[config.mk]
export PLATFORM = sky130hd
export DESIGN_NAME = coin_credit_collector
export DESIGN_NICKNAME = d
export VERILOG_FILES = /design/src/rtl/vm_pkg.sv /design/src/rtl/change_dispenser.sv /design/src/rtl/coin_credit_collector.sv
export SDC_FILE = /design/constraint.sdc
export NUM_CORES = 1
export LEC_CHECK = 0
export ABC_CLOCK_PERIOD_IN_PS = 8300
export BUFFER_PORTS_ARGS = -buffer_cell sky130_fd_sc_hd__buf_4
export CAP_MARGIN = 20
export CORE_AREA = 3 3 99 54
export DETAILED_ROUTE_END_ITERATION = 8
export DIE_AREA = 0 0 102 57
export PLACE_DENSITY = 0.85
export SLEW_MARGIN = 20
export SYNTH_ARGS = -nofsm -noshare
export SYNTH_HDL_FRONTEND = slang
export SYNTH_HIERARCHICAL = 1
export SYNTH_SLANG_ARGS = --single-unit
[constraint.sdc]
create_clock -name clk -period 8.3 [get_ports clk]
set_clock_uncertainty 0.2 [all_clocks]
set_input_delay 2.075 -clock clk [delete_from_list [all_inputs] [get_ports clk]]
set_output_delay 2.075 -clock clk [all_outputs]
set_load 0.05 [all_outputs]
[src/rtl/vm_pkg.sv]
// Shared vending-machine definitions: coin encodings and values, the
// collector state enum and the money width that Main also uses.
package vm_pkg;

    localparam int MONEY_W = 7;

    typedef enum logic [1:0] {
        COIN_1  = 2'b00,
        COIN_2  = 2'b01,
        COIN_5  = 2'b10,
        COIN_10 = 2'b11
    } coin_e;

    typedef enum logic [2:0] {
        IDLE,
        COLLECT,
        ORDER,
        WAIT,
        REFUND
    } state_e;

    function automatic logic [7:0] coin_value(input logic [1:0] t);
        logic [7:0] v;
        case (t)
            COIN_1:  v = 8'd1;
            COIN_2:  v = 8'd2;
            COIN_5:  v = 8'd5;
            default: v = 8'd10;
        endcase
        return v;
    endfunction

    // Largest denomination not exceeding amt; COIN_1 when amt is zero.
    function automatic logic [1:0] largest_coin(input logic [MONEY_W-1:0] amt);
        logic [1:0] t;
        if (amt >= 7'd10)      t = COIN_10;
        else if (amt >= 7'd5)  t = COIN_5;
        else if (amt >= 7'd2)  t = COIN_2;
        else                   t = COIN_1;
        return t;
    endfunction

endpackage

[src/rtl/change_dispenser.sv]
// Pays an amount back through the coin hopper, largest coin first, one coin
// per valid/ready handshake; o_done pulses once the remainder reaches zero.
module change_dispenser
    import vm_pkg::*;
(
    input  logic               clk,
    input  logic               reset,
    input  logic               i_load,
    input  logic [MONEY_W-1:0] i_amount,
    output logic               o_coin_valid,
    output logic [1:0]         o_coin_type,
    input  logic               i_coin_ready,
    output logic               o_done
);

    logic [MONEY_W-1:0] r_refund_rem;
    logic               r_active;
    logic [1:0]         w_type;
    logic [7:0]         w_value;
    logic               w_empty;

    assign w_type  = largest_coin(r_refund_rem);
    assign w_value = coin_value(w_type);
    assign w_empty = (r_refund_rem == '0);

    // Type depends only on the remainder, so it holds while the hopper stalls.
    assign o_coin_valid = r_active && !w_empty;
    assign o_coin_type  = o_coin_valid ? w_type : 2'b00;
    assign o_done       = r_active && w_empty;

    always_ff @(posedge clk or posedge reset) begin
        if (reset) begin
            r_refund_rem <= '0;
            r_active     <= 1'b0;
        end else if (i_load) begin
            r_refund_rem <= i_amount;
            r_active     <= 1'b1;
        end else if (r_active) begin
            if (w_empty)
                r_active <= 1'b0;
            else if (i_coin_ready)
                r_refund_rem <= r_refund_rem - w_value[MONEY_W-1:0];
        end
    end

endmodule

[src/rtl/coin_credit_collector.sv]
// Vending front end: collects coins into credit, offers the order to Main and
// pays change or refunds through change_dispenser.
// IDLE: no credit | COLLECT: accepting coins | ORDER: offering order |
// WAIT: Main busy | REFUND: paying out change/refund
module coin_credit_collector
    import vm_pkg::*;
#(
    parameter int MAX_CREDIT     = 127,
    parameter int TIMEOUT_CYCLES = 1000,
    parameter int TMR_W          = 10
) (
    input  logic               clk,
    input  logic               reset,
    input  logic               coin_valid,
    input  logic [1:0]         coin_type,
    input  logic               cancel,
    input  logic               buy_req,
    input  logic [2:0]         sel_type,
    input  logic [3:0]         sel_amount,
    output logic [MONEY_W-1:0] customer_money,
    output logic [2:0]         supply_type,
    output logic [3:0]         customer_amount,
    output logic               order_valid,
    input  logic               order_ready,
    input  logic               order_done,
    input  logic               order_error,
    input  logic [MONEY_W-1:0] change_in,
    output logic               coin_reject,
    output logic               coin_out_valid,
    output logic [1:0]         coin_out_type,
    input  logic               coin_out_ready,
    output logic               busy
);

    state_e             r_state;
    state_e             w_state_nxt;
    logic [MONEY_W-1:0] r_credit;
    logic [MONEY_W-1:0] w_credit_nxt;
    logic [2:0]         r_supply_type;
    logic [3:0]         r_customer_amount;
    logic               r_coin_reject;
    logic [TMR_W-1:0]   r_tmr;

    logic [7:0]         w_coin_val;
    logic [7:0]         w_sum;
    logic               w_fits;
    logic [MONEY_W-1:0] w_min_change;
    logic               w_coin_accept;
    logic               w_latch_sel;
    logic               w_tmr_reload;
    logic               w_tmr_dec;
    logic               w_disp_load;
    logic [MONEY_W-1:0] w_disp_amount;
    logic               w_disp_done;

    assign w_coin_val   = coin_value(coin_type);
    assign w_sum        = {1'b0, r_credit} + w_coin_val;
    assign w_fits       = (w_sum <= 8'(MAX_CREDIT));
    assign w_min_change = (change_in < r_credit) ? change_in : r_credit;

    always_comb begin
        w_state_nxt   = r_state;
        w_credit_nxt  = r_credit;
        w_coin_accept = 1'b0;
        w_latch_sel   = 1'b0;
        w_tmr_reload  = 1'b0;
        w_tmr_dec     = 1'b0;
        w_disp_load   = 1'b0;
        w_disp_amount = '0;
        case (r_state)
            IDLE: begin
                if (coin_valid && w_fits) begin
                    w_coin_accept = 1'b1;
                    w_credit_nxt  = w_sum[MONEY_W-1:0];
                    w_tmr_reload  = 1'b1;
                    w_state_nxt   = COLLECT;
                end
            end
            COLLECT: begin
                if (cancel) begin
                    w_disp_load   = 1'b1;
                    w_disp_amount = r_credit;
                    w_state_nxt   = REFUND;
                end else begin
                    if (coin_valid && w_fits) begin
                        w_coin_accept = 1'b1;
                        w_credit_nxt  = w_sum[MONEY_W-1:0];
                        w_tmr_reload  = 1'b1;
                    end
                    // A coin in the buy cycle is already folded into w_credit_nxt.
                    if (buy_req && w_credit_nxt != '0) begin
                        w_latch_sel = 1'b1;
                        w_state_nxt = ORDER;
                    end else if (!coin_valid) begin
                        if (r_tmr == '0) begin
                            w_disp_load   = 1'b1;
                            w_disp_amount = r_credit;
                            w_state_nxt   = REFUND;
                        end else begin
                            w_tmr_dec = 1'b1;
                        end
                    end
                end
            end
            ORDER: begin
                if (order_ready) begin
                    w_state_nxt = WAIT;
                end else if (cancel) begin
                    w_disp_load   = 1'b1;
                    w_disp_amount = r_credit;
                    w_state_nxt   = REFUND;
                end
            end
            WAIT: begin
                if (order_done) begin
                    w_disp_load   = 1'b1;
                    w_disp_amount = order_error ? r_credit : w_min_change;
                    w_state_nxt   = REFUND;
                end
            end
            REFUND: begin
                if (w_disp_done) begin
                    w_credit_nxt = '0;
                    w_state_nxt  = IDLE;
                end
            end
            default: w_state_nxt = IDLE;
        endcase
    end

    always_ff @(posedge clk or posedge reset) begin
        if (reset) begin
            r_state           <= IDLE;
            r_credit          <= '0;
            r_supply_type     <= '0;
            r_customer_amount <= '0;
            r_coin_reject     <= 1'b0;
            r_tmr             <= '0;
        end else begin
            r_state       <= w_state_nxt;
            r_credit      <= w_credit_nxt;
            r_coin_reject <= coin_valid && !w_coin_accept;
            if (w_latch_sel) begin
                r_supply_type     <= sel_type;
                r_customer_amount <= sel_amount;
            end
            if (w_tmr_reload)
                r_tmr <= TMR_W'(TIMEOUT_CYCLES - 1);
            else if (w_tmr_dec)
                r_tmr <= r_tmr - 1'b1;
        end
    end

    change_dispenser u_change_dispenser (
        .clk          (clk),
        .reset        (reset),
        .i_load       (w_disp_load),
        .i_amount     (w_disp_amount),
        .o_coin_valid (coin_out_valid),
        .o_coin_type  (coin_out_type),
        .i_coin_ready (coin_out_ready),
        .o_done       (w_disp_done)
    );

    assign customer_money  = r_credit;
    assign supply_type     = r_supply_type;
    assign customer_amount = r_customer_amount;
    assign coin_reject     = r_coin_reject;
    assign order_valid     = (r_state == ORDER);
    assign busy            = (r_state == ORDER) || (r_state == WAIT) || (r_state == REFUND);

endmodule

==> results.txt, run 1 <==
----------------------------------------------------
[Pwr]
  Relative contribution of combinational cells to total power ... 0.611
  Internal ... approximately 0.00055 W
  Standby leakage power ... roughly 1.4 nW
  Worst IR drop on VDD ... ~220 µV
  Cell Pwr Density ... roughly 360 nW/µm²
  Sw Pwr ... 0.000579 W
  Fraction of power consumed by the clock network ... 0.110
  Sw frac ... 0.513
  Sequential share of power ... 0.279

[Placed design]
  Final weighted congestion of routability-driven global placement ... 0.988
  Total half-perimeter wirelength after legalization and detailed placement ... 5120 µm
  Worst setup slack before clock tree synthesis ... 2.69 ns
  IO buf count ... 44

[Synth]
  Yosys warnings ... 6
  Cell count after synthesis ... around 300
  Per-instance average area after synthesis ... between 8 and 9 µm²
  Number of enable-type register cells in the synthesized netlist ... 0
  Cell variety after synth ... 59
  Share of the yosys chip area belonging to registers ... 0.334
  Share of Yosys cell area claimed by the top area cell type ... 0.334
  Syn_nets ... about 340
  Dominant cell by count in the synthesized netlist ... sky130_fd_sc_hd__dfrtp_1
  Mapped cell area ... 2700 µm²
  Total of flip-flops plus latches after synthesis ... 36
  Synth Flop Type ... sky130_fd_sc_hd__dfrtp_1
  FFs w/ async S/R, synth ... 1.00
  Commonest cells in the synthesized netlist ... sky130_fd_sc_hd__dfrtp_1, sky130_fd_sc_hd__nor2_1, sky130_fd_sc_hd__o21ai_0, sky130_fd_sc_hd__a21oi_1, sky130_fd_sc_hd__inv_1
  Cell types with the largest area share after synthesis ... sky130_fd_sc_hd__dfrtp_1, sky130_fd_sc_hd__ha_1, sky130_fd_sc_hd__o21ai_0
  Post-synthesis cell type with the largest combined area ... sky130_fd_sc_hd__dfrtp_1

[Critical path]
  Largest stage delay on the critical path ... between 0.5 and 0.6 ns
  Signal arrival time at the worst endpoint ... around 5.3 ns
  Register-to-Register Path Depth ... 12
  Crit path buffers/inverters ... 3
  Cell with the largest stage delay on the worst path ... sky130_fd_sc_hd__or3_2
  Worst path required time ... around 8.3 ns
  Launching element type of the critical path ... input port
  Logic depth of the worst setup path including buffers ... 14
  Kind of capture point of the worst setup path ... flop
  Chain of cells forming the critical path ... buf_4 > inv_1 > ha_1 > fa_1 > nand3_1 > and2_1 > a2111oi_2 > or3_2 > and4_2 > a21o_1 > nor3_1 > buf_4 > nor2_1 > a221o_2
  Cell family with the largest share of critical-path delay ... simple AND/OR/NAND/NOR gates
  Cell repeated most along the worst path ... sky130_fd_sc_hd__buf_4
  Maximum fanout along the worst path ... 18
  Setup Crit Path Kind ... in -> reg

[STA]
  Setup repair after global routing missed its margin ... false
  Maximum achievable frequency ... between 150 and 200 MHz
  Shortest clock period the worst path allows after layout ... between 5 and 6 ns
  Number of endpoints failing setup at the final stage ... 0
  Sum Neg Setup Slack ... 0 ns
  Actual slew at the worst max-slew pin ... about 0.69 ns
  Setup slack of the critical path after layout ... 2.96 ns
  Total count of max-transition violations in the final report ... 0
  Max_slew headroom ... 0.536
  Final Hold Fails ... 0
  Final cycle utilization of the critical path ... 0.644

[Route]
  WL per Instance ... about 16 µm
  Total number of vias ... 2,571
  Sum of routed wire length over all layers ... 6560 µm
  Average via count per standard cell ... about 6.4
  ANT nets after route ... 0
  Router iterations before antenna repair ... 5
  DRC violations left ... 0
  DRC marker count from the first detailed-route iteration ... a little under 300

[Worst hold path]
  Worst hold path depth ... 1
  Min-delay worst type ... reg -> reg

[Floorplanning]
  Top-level port count ... 45
  Height of the die ... between 50 and 60 µm
  Initial Util ... 0.609
  FP Rows ... 17
  Area of the die ... around 5800 µm²
  Die outline width ... a little over 100 µm
  Std-Cell Core Area ... 4420 µm²

[Job]
  Number of maximum-capacitance constraint violations ... 0

[Global route]
  Met2 global-route usage ... 0.438
  Maximum number of pins on one net before global-route repair ... 29
  Routing usage on met3 ... 0.0415
  Via count of the first global-routing pass ... between 2,000 and 3,000
  Wire length of the first global-routing pass ... ~12,000 µm
  Global Route met1 Usage ... 0.301
  Total congestion overflow after global routing ... 0
  Antenna violations before repair ... 0
  Overall Global Routing Usage ... 0.243
  Top Usage Layer GRT ... met2

[Clock tree]
  Post-CTS Resized ... 0
  Buffer levels on the longest clock path ... 2
  Number of sinks handled by clock tree synthesis ... 36
  TritonCTS clock tree ... yes
  Clock edge transition at the registers on the reported setup and hold paths ... roughly 0.070 ns
  Total of hold buffers inserted after clock tree synthesis ... 0
  Root cell of the clock tree ... sky130_fd_sc_hd__clkbuf_8
  Number of levels in the clock H-tree ... 2
  Setup fix buffers added after clock tree synthesis ... 0
  Number of clock buffers inserted by TritonCTS ... 5
  Clock latency at the later pin of the worst-skew pair ... 0.29 ns

[Finish]
  Core occupancy in the finished layout ... 0.712
  Area growth syn-to-layout ... 16.9%
  Nets ... between 300 and 400
  Filler Cells Inserted ... between 300 and 400
  Antenna cells ... 0
  Ratio of cells with drive above 1 in the final layout ... 0.223

[Outcome]
  Run status ... finished, final reports clean

----------------------------------------------------
[state kept, by name, summed over array words and instances, names as in the netlist]
register,count
r_state,3
customer_money,7
coin_reject,1
u_change_dispenser/r_active,1
r_tmr,10
supply_type,3
u_change_dispenser/r_refund_rem,7
customer_amount,4
[placed cells by master, fill, tap and decap left out, drive strengths merged, types with 4 or more instances in the layout]
| cell | n |
|---|---|
| buf | 45 |
| dfrtp | 36 |
| nor2 | 25 |
| o21ai | 21 |
| a21oi | 20 |
| inv | 20 |
| nand2 | 17 |
| ha | 15 |
| a22o | 12 |
| nand3 | 11 |
| nor3 | 11 |
| nand2b | 11 |
| mux2i | 7 |
| mux2 | 7 |
| and2 | 6 |
| a31oi | 6 |
| clkbuf | 5 |
| nand4 | 5 |
| or3 | 5 |
| and4 | 5 |
| o311ai | 4 |
[power by group through the flow]
stage / sequential (W) / clock, W / combinational (W)
3_5_place_dp: 0.000315 / 0 / 0.000685
6_report: 0.000315 / 0.000124 / 0.000690
5_1_grt: 0.000324 / 0.000135 / 0.000757
4_1_cts: 0.000312 / 0.000127 / 0.000688
3_3_place_gp: 0.000310 / 0 / 0.000666
2_1_floorplan: 0.000380 / 0 / 0.000443
[metrics by stage]
stage | power [W] | std cells | instance area [µm²] | hold WS, ns
finish | 0.00113 | 402 | 3150 | 0.302
global route | 0.00122 | 402 | 3150 | 0.340
CTS | 0.00113 | 402 | 3150 | 0.306
detailed placement | 0.00100 | 394 | 3060 | 0.293
global placement | 0.000976 | 394 | 3060 | 0.264
floorplan | 0.000822 | 302 | 2700 | 0.247
[cell type report]
cell class | count | area, µm² | area share
Timing Repair Buffer | 45 | 338 | 0.107
Tap cell | 57 | 71.3 | 0.0226
Clock buffer | 5 | 68.8 | 0.0218
Inverter | 20 | 75.1 | 0.0238
Multi-Input combinational cell | 236 | 1680 | 0.533
Clock inverter | 3 | 18.8 | 0.00595
Sequential cell | 36 | 901 | 0.286
[path summary, 6_finish.rpt]
check | slack [ns] | from | end
min | 0.30 | r_tmr[4] | r_tmr[4]
min reg2reg | 0.30 | r_tmr[4] | r_tmr[4]
max reg2reg | 4.42 | customer_money[0] | u_change_dispenser/r_refund_rem[0]
min in group asynchronous | 1.55 | reset | u_change_dispenser/r_refund_rem[5]
max | 2.96 | coin_type[0] | u_change_dispenser/r_refund_rem[0]
max in group asynchronous | 5.85 | reset | r_tmr[9]
[layer usage]
metal | share of wire | wire length [µm]
met3 | 0.050 | 330
met1 | 0.43 | 2800
met5 | 0 | 0
met2 | 0.51 | 3340
met4 | 0.013 | 83
[cell families after synthesis]
| kind of cell | share of synthesized area |
|---|---|
| AOI/OAI and AO/OA | 0.233 |
| xor gates and xnor gates | 0.00975 |
| adders and majority gates | 0.0845 |
| buffers and inverters | 0.0455 |
| DFF | 0.334 |
| muxes | 0.0552 |
| and+or+nand+nor | 0.238 |
Note: power is estimated with default switching activity, not from simulation.
==> inputs of run 2 (changes only) <==
--- a/config.mk
+++ b/config.mk
@@ -5,13 +5,13 @@
 export SDC_FILE = /design/constraint.sdc
 export NUM_CORES = 1
 export LEC_CHECK = 0
-export ABC_CLOCK_PERIOD_IN_PS = 8300
+export ABC_CLOCK_PERIOD_IN_PS = 5120
 export BUFFER_PORTS_ARGS = -buffer_cell sky130_fd_sc_hd__buf_4
 export CAP_MARGIN = 20
-export CORE_AREA = 3 3 99 54
+export CORE_AREA = 3 3 102 55
 export DETAILED_ROUTE_END_ITERATION = 8
-export DIE_AREA = 0 0 102 57
-export PLACE_DENSITY = 0.85
+export DIE_AREA = 0 0 105 58
+export PLACE_DENSITY = 0.82
 export SLEW_MARGIN = 20
 export SYNTH_ARGS = -nofsm -noshare
 export SYNTH_HDL_FRONTEND = slang
==> constraint.sdc (replaced) <==
create_clock -name clk -period 5.12 [get_ports clk]
set_clock_uncertainty 0.2 [all_clocks]
set_input_delay 1.28 -clock clk [delete_from_list [all_inputs] [get_ports clk]]
set_output_delay 1.28 -clock clk [all_outputs]
set_load 0.05 [all_outputs]
==> run 2 against run 1 <==
Non-clock buffer count increased by 1; sequential power increased by 62%; critical endpoint unchanged; sequential share of layout area decreased by 0.37 points; power increased by 68%; register-to-register slack got worse by 3.2 ns; utilization decreased by 5.0 points; largest cell class unchanged; highest routed layer unchanged.
==> results.txt, run 2 (synthesis gave the netlist of run 1 again) <==
----------------------------------------------------
[Placed design]
  Total half-perimeter wirelength after legalization and detailed placement ... between 5000 and 6000 µm
  IO buf count ... between 40 and 50
  Final weighted congestion of routability-driven global placement ... slightly above 0.9

[Floorplanning]
  Top-level port count ... 45
  FP Rows ... 18
  Height of the die ... between 50 and 60 µm
  Initial Util ... 0.559
  Die outline width ... approximately 110 µm
  Area of the die ... 6090 µm²
  Std-Cell Core Area ... 4820 µm²

[Route]
  DRC marker count from the first detailed-route iteration ... approximately 340
  DRC violations left ... 0
  Total number of vias ... between 2,000 and 3,000
  Sum of routed wire length over all layers ... between 6000 and 7000 µm
  Average via count per standard cell ... 6.17
  WL per Instance ... ~17 µm
  Router iterations before antenna repair ... 5
  ANT nets after route ... 0

[STA]
  Final cycle utilization of the critical path ... 0.890
  Final Hold Fails ... 0
  Actual slew at the worst max-slew pin ... 0.654 ns
  Total count of max-transition violations in the final report ... 0
  Max_slew headroom ... 0.559
  Shortest clock period the worst path allows after layout ... about 4.6 ns
  Number of endpoints failing setup at the final stage ... 0
  Sum Neg Setup Slack ... 0 ns
  Setup repair after global routing missed its margin ... false
  Maximum achievable frequency ... approximately 220 MHz

[Finish]
  Area growth syn-to-layout ... 18.4%
  Most frequent cells in the layout ... sky130_fd_sc_hd__buf_4, sky130_fd_sc_hd__dfrtp_1, sky130_fd_sc_hd__nor2_1, sky130_fd_sc_hd__o21ai_0, sky130_fd_sc_hd__a21oi_1
  Filler Cells Inserted ... ~400
  Nets ... about 390
  Antenna cells ... 0
  Ratio of cells with drive above 1 in the final layout ... 0.223
  Combined flip-flop and latch cell area ... 901 µm²
  Most common cell after layout, fill and taps aside ... sky130_fd_sc_hd__buf_4
  Area used by multi-input combinational logic ... around 1700 µm²
  Core occupancy in the finished layout ... 0.663
  Register with the most flip-flops ... r_tmr
  Number of flip-flops under the largest register name ... 10

[Pwr]
  Total Power ... ~0.0019 W
  Worst IR drop on VDD ... around 350 µV
  Relative contribution of combinational cells to total power ... 0.598
  Sw Pwr ... approximately 0.00096 W
  Cell Pwr Density ... ~600 nW/µm²
  Sequential share of power ... 0.268
  Internal ... approximately 0.00094 W
  Sw frac ... 0.504
  Standby leakage power ... between 1 and 1.5 nW
  Fraction of power consumed by the clock network ... 0.134

[Global route]
  Total congestion overflow after global routing ... 0
  Via count of the first global-routing pass ... between 2,000 and 3,000
  Maximum number of pins on one net before global-route repair ... 29
  Antenna violations before repair ... 0
  Overall Global Routing Usage ... 0.236
  Wire length of the first global-routing pass ... 11,700 µm

[Clock tree]
  Clock edge transition at the registers on the reported setup and hold paths ... approximately 0.07 ns
  Buffer levels on the longest clock path ... 2
  Number of clock buffers inserted by TritonCTS ... 5
  Post-CTS Resized ... 0
  Setup fix buffers added after clock tree synthesis ... 0
  Number of sinks handled by clock tree synthesis ... 36
  Clock latency at the later pin of the worst-skew pair ... about 0.30 ns
  TritonCTS clock tree ... yes
  Number of levels in the clock H-tree ... 2
  Total of hold buffers inserted after clock tree synthesis ... 0
  Root cell of the clock tree ... sky130_fd_sc_hd__clkbuf_8

[Critical path]
  Signal arrival time at the worst endpoint ... 4.54 ns
  Worst path required time ... between 5 and 6 ns
  Kind of capture point of the worst setup path ... flop
  Register-to-Register Path Depth ... 12
  Crit Reg-Reg Startpoint ... customer_money[0]
  Maximum fanout along the worst path ... 18
  Startpoint of the worst setup timing path ... coin_type[0]
  Launching element type of the critical path ... input port
  Setup Crit Path Kind ... in -> reg

[Outcome]
  Run status ... finished, final reports clean

[Worst hold path]
  Worst hold start ... supply_type[2]
  Worst hold path depth ... 1
  Min-delay worst type ... reg -> reg

[Job]
  Number of maximum-capacitance constraint violations ... 0

----------------------------------------------------
==> run 2: cell count changes in the layout (fill, tap and decap cells not counted) <==
cell,change
sky130_fd_sc_hd__clkinv_4,-1
sky130_fd_sc_hd__nor4b_2,-1
sky130_fd_sc_hd__bufinv_16,+1
sky130_fd_sc_hd__nor4b_1,+1
sky130_fd_sc_hd__buf_4,+1
sky130_fd_sc_hd__clkinv_2,-1
sky130_fd_sc_hd__clkinvlp_4,+1
==> run 2: power groups by stage <==
stage	logic (W)	clock network [W]	registers, W
CTS	0.00113	0.000258	0.000504
detailed placement	0.00112	0	0.000510
global placement	0.00108	0	0.000503
finish	0.00114	0.000254	0.000509
global route	0.00123	0.000273	0.000525
floorplan	0.000718	0	0.000615
==> run 2: area by class of cell <==
type,count,area share
inverter,20,0.0235
timing repair buffer,46,0.108
tap,70,0.0274
sequential,36,0.282
clock inverter,3,0.0133
clock buffer,5,0.0216
multi-input combinational,236,0.524
==> run 2: path summary, 6_finish.rpt <==
kind	end	slack (ns)
max in group asynchronous	r_tmr[9]	3.45
setup / recovery	u_change_dispenser/r_refund_rem[0]	0.56
hold / removal	supply_type[2]	0.29
hold reg to reg	supply_type[2]	0.29
min in group asynchronous	u_change_dispenser/r_refund_rem[4]	0.73
setup reg to reg	u_change_dispenser/r_refund_rem[0]	1.21
==> run 2: critical path, cell delays in order <==
cell                        delay (ns)
sky130_fd_sc_hd__buf_4            0.11
sky130_fd_sc_hd__inv_1            0.05
sky130_fd_sc_hd__ha_1             0.23
sky130_fd_sc_hd__fa_1             0.41
sky130_fd_sc_hd__nand3_1          0.11
sky130_fd_sc_hd__and2_1           0.24
sky130_fd_sc_hd__a2111oi_2        0.05
sky130_fd_sc_hd__or3_2            0.51
sky130_fd_sc_hd__and4_2           0.34
sky130_fd_sc_hd__a21o_1           0.24
sky130_fd_sc_hd__nor3_1           0.26
sky130_fd_sc_hd__buf_4            0.27
sky130_fd_sc_hd__nor2_1           0.07
sky130_fd_sc_hd__a221o_2          0.35
==> run 2: metal layers <==
layer  vias up  GRT usage  share of wire
met5         -          0              0
met4         0     0.0729         0.0097
met3         9     0.0445          0.058
met2       106      0.428           0.51
met1      1243      0.291           0.42
li1       1209          -              -
==> run 2: stage by stage <==
stage | setup WS (ns) | instances | area (µm²) | hold WS [ns]
floorplan | 0.687 | 302 | 2700 | 0.247
global placement | 0.464 | 408 | 3080 | 0.272
detailed placement | 0.337 | 408 | 3080 | 0.278
CTS | 0.628 | 416 | 3190 | 0.296
global route | 0.402 | 416 | 3190 | 0.321
finish | 0.561 | 416 | 3190 | 0.288
==> inputs of run 3 (changes only) <==
--- a/config.mk
+++ b/config.mk
@@ -8,9 +8,9 @@
 export ABC_CLOCK_PERIOD_IN_PS = 5120
 export BUFFER_PORTS_ARGS = -buffer_cell sky130_fd_sc_hd__buf_4
 export CAP_MARGIN = 20
-export CORE_AREA = 3 3 102 55
+export CORE_AREA = 3 3 73 75
 export DETAILED_ROUTE_END_ITERATION = 8
-export DIE_AREA = 0 0 105 58
+export DIE_AREA = 0 0 76 78
 export PLACE_DENSITY = 0.82
 export SLEW_MARGIN = 20
 export SYNTH_ARGS = -nofsm -noshare
==> run 3 against run 2 <==
Worst setup slack better by 0.16 ns; worst hold slack lost 0.0076 ns; sequential cell count unchanged; register-to-register slack improved by 0.16 ns; via count decreased by 3.9%; utilization increased by 0.74 points; die area shrank 2.7%; cell count down 0.96%; critical path type unchanged; largest power group unchanged; highest routed layer unchanged.
==> results.txt, run 3 (synthesis gave the netlist of run 1 again) <==
----------------------------------------------------
[Global route]
  Overall Global Routing Usage ... 0.230
  Antenna violations before repair ... 0
  Total congestion overflow after global routing ... 0
  Wire length of the first global-routing pass ... about 11,000 µm
  Maximum number of pins on one net before global-route repair ... 29
  Via count of the first global-routing pass ... about 2,400

[Critical path]
  Setup Crit Path Kind ... in -> reg
  Cell family with the largest share of critical-path delay ... simple AND/OR/NAND/NOR gates
  Launching element type of the critical path ... input port
  Cell repeated most along the worst path ... sky130_fd_sc_hd__buf_4
  Capturing point of the worst reg2reg path ... u_change_dispenser/r_refund_rem[0]
  Chain of cells forming the critical path ... buf_4 > inv_1 > ha_1 > fa_1 > nand3_1 > and2_1 > a2111oi_2 > or3_2 > and4_2 > a21o_1 > nor3_1 > buf_4 > nor2_1 > a221o_2
  Register-to-Register Path Depth ... 12
  Largest stage delay on the critical path ... 0.51 ns
  Worst path required time ... 5.10 ns
  Maximum fanout along the worst path ... 18
  Cell with the largest stage delay on the worst path ... sky130_fd_sc_hd__or3_2
  Crit Reg-Reg Startpoint ... customer_money[0]
  Flop2flop setup slack ... roughly 1.4 ns
  Crit path buffers/inverters ... 3
  Signal arrival time at the worst endpoint ... roughly 4.4 ns
  Kind of capture point of the worst setup path ... flop

[Floorplanning]
  Area of the die ... 5930 µm²
  FP Rows ... 25
  Top-level port count ... 45
  Die outline width ... between 70 and 80 µm
  Initial Util ... 0.571
  Std-Cell Core Area ... 4720 µm²
  Height of the die ... 78 µm

[Clock tree]
  Clock latency at the later pin of the worst-skew pair ... 0.29 ns
  Number of levels in the clock H-tree ... 2
  Root cell of the clock tree ... sky130_fd_sc_hd__clkbuf_8
  Number of clock buffers inserted by TritonCTS ... 5
  Post-CTS Resized ... 0
  Clock edge transition at the registers on the reported setup and hold paths ... approximately 0.08 ns
  Setup fix buffers added after clock tree synthesis ... 0
  Number of sinks handled by clock tree synthesis ... 36
  Buffer levels on the longest clock path ... 2
  TritonCTS clock tree ... yes
  Total of hold buffers inserted after clock tree synthesis ... 0

[Worst hold path]
  Worst hold path depth ... 1
  Sink of the worst hold path ... r_tmr[9]
  Min-delay worst type ... reg -> reg
  Worst hold start ... r_tmr[9]

[Route]
  Router iterations before antenna repair ... 6
  Total number of vias ... approximately 2,500
  Average via count per standard cell ... about 6.0
  ANT nets after route ... 0
  WL per Instance ... 15.6 µm
  DRC violations left ... 0
  DRC marker count from the first detailed-route iteration ... between 80 and 90
  Sum of routed wire length over all layers ... about 6400 µm

[Finish]
  Ratio of cells with drive above 1 in the final layout ... 0.223
  Number of flip-flops under the largest register name ... 10
  Most frequent cells in the layout ... sky130_fd_sc_hd__buf_4, sky130_fd_sc_hd__dfrtp_1, sky130_fd_sc_hd__nor2_1, sky130_fd_sc_hd__o21ai_0, sky130_fd_sc_hd__a21oi_1
  Nets ... approximately 390
  Register with the most flip-flops ... r_tmr
  Count of placed standard cells in the final layout, fillers left out ... about 410
  Area growth syn-to-layout ... 17.4%
  Antenna cells ... 0
  Most common cell after layout, fill and taps aside ... sky130_fd_sc_hd__buf_4

[STA]
  Max_slew headroom ... 0.572
  Setup repair after global routing missed its margin ... false
  Final Hold Fails ... 0
  Final cycle utilization of the critical path ... 0.859
  Total count of max-transition violations in the final report ... 0
  Shortest clock period the worst path allows after layout ... 4.40 ns
  Sum Neg Setup Slack ... 0 ns
  Maximum achievable frequency ... 227 MHz
  Number of endpoints failing setup at the final stage ... 0
  Actual slew at the worst max-slew pin ... approximately 0.64 ns

[Pwr]
  Cell Pwr Density ... approximately 580 nW/µm²
  Worst IR drop on VDD ... 245 µV
  Standby leakage power ... 1.44 nW

[Placed design]
  Final weighted congestion of routability-driven global placement ... 0.841
  IO buf count ... 44
  Cell count after placement ... 404
  Total half-perimeter wirelength after legalization and detailed placement ... 5030 µm

[Outcome]
  Run status ... finished, final reports clean

[Job]
  Number of maximum-capacitance constraint violations ... 0

----------------------------------------------------
run 3: stage by stage:
stage / util / area, µm² / setup WS [ns] / hold WS (ns) / total power [W]
after floorplan: - / 2700 / 0.687 / 0.247 / 0.00133
after global placement: 0.650 / 3070 / 0.522 / 0.261 / 0.00159
after detailed placement: 0.650 / 3070 / 0.445 / 0.272 / 0.00162
after CTS: 0.669 / 3160 / 0.748 / 0.283 / 0.00183
after global routing: 0.670 / 3160 / 0.523 / 0.314 / 0.00196
final: 0.670 / 3160 / 0.721 / 0.280 / 0.00182
run 3: how the worst max path moves through the flow:
stage / endpoint / cells after the start / from
final: u_change_dispenser/r_refund_rem[0] / 14 / coin_type[0]
after global routing: u_change_dispenser/r_refund_rem[0] / 13 / coin_type[0]
after CTS: u_change_dispenser/r_refund_rem[0] / 14 / coin_type[0]
after detailed placement: u_change_dispenser/r_refund_rem[0] / 14 / coin_type[0]
after global placement: u_change_dispenser/r_refund_rem[0] / 14 / coin_type[0]
after floorplan: u_change_dispenser/r_refund_rem[5] / 14 / coin_type[1]
run 3: cell type report:
type	instances	area [µm²]
Clock buffer	5	68.8
Clock inverter	3	18.8
Fill cell	392	1560
Inverter	20	75.1
Multi-Input combinational cell	236	1680
Sequential cell	36	901
Tap cell	67	83.8
Timing Repair Buffer	45	338
run 3: worst register-to-register path: cells and delay by family, from the launching register on:
family / cells / cell delay, ns
AO/OA/AOI/OAI: 3 / 0.64
adder cells (fa/ha/maj): 2 / 0.69
buffers and inverters: 1 / 0.24
flip-flops: 1 / 0.47
AND/OR/NAND/NOR: 6 / 1.40
run 3: power breakdown:
group          switching [W]  internal, W
Sequential          0.000131     0.000375
Combinational       0.000692     0.000420
Clock               0.000109    0.0000948
Total               0.000932     0.000890
run 3: routing by layer:
layer / vias up / GRT usage / wire [µm]
li1: 1211 / - / -
met1: 1184 / 0.267 / 2660
met2: 59 / 0.432 / 3440
met3: 13 / 0.0302 / 192
met4: 0 / 0.0833 / 147
met5: - / 0 / 0
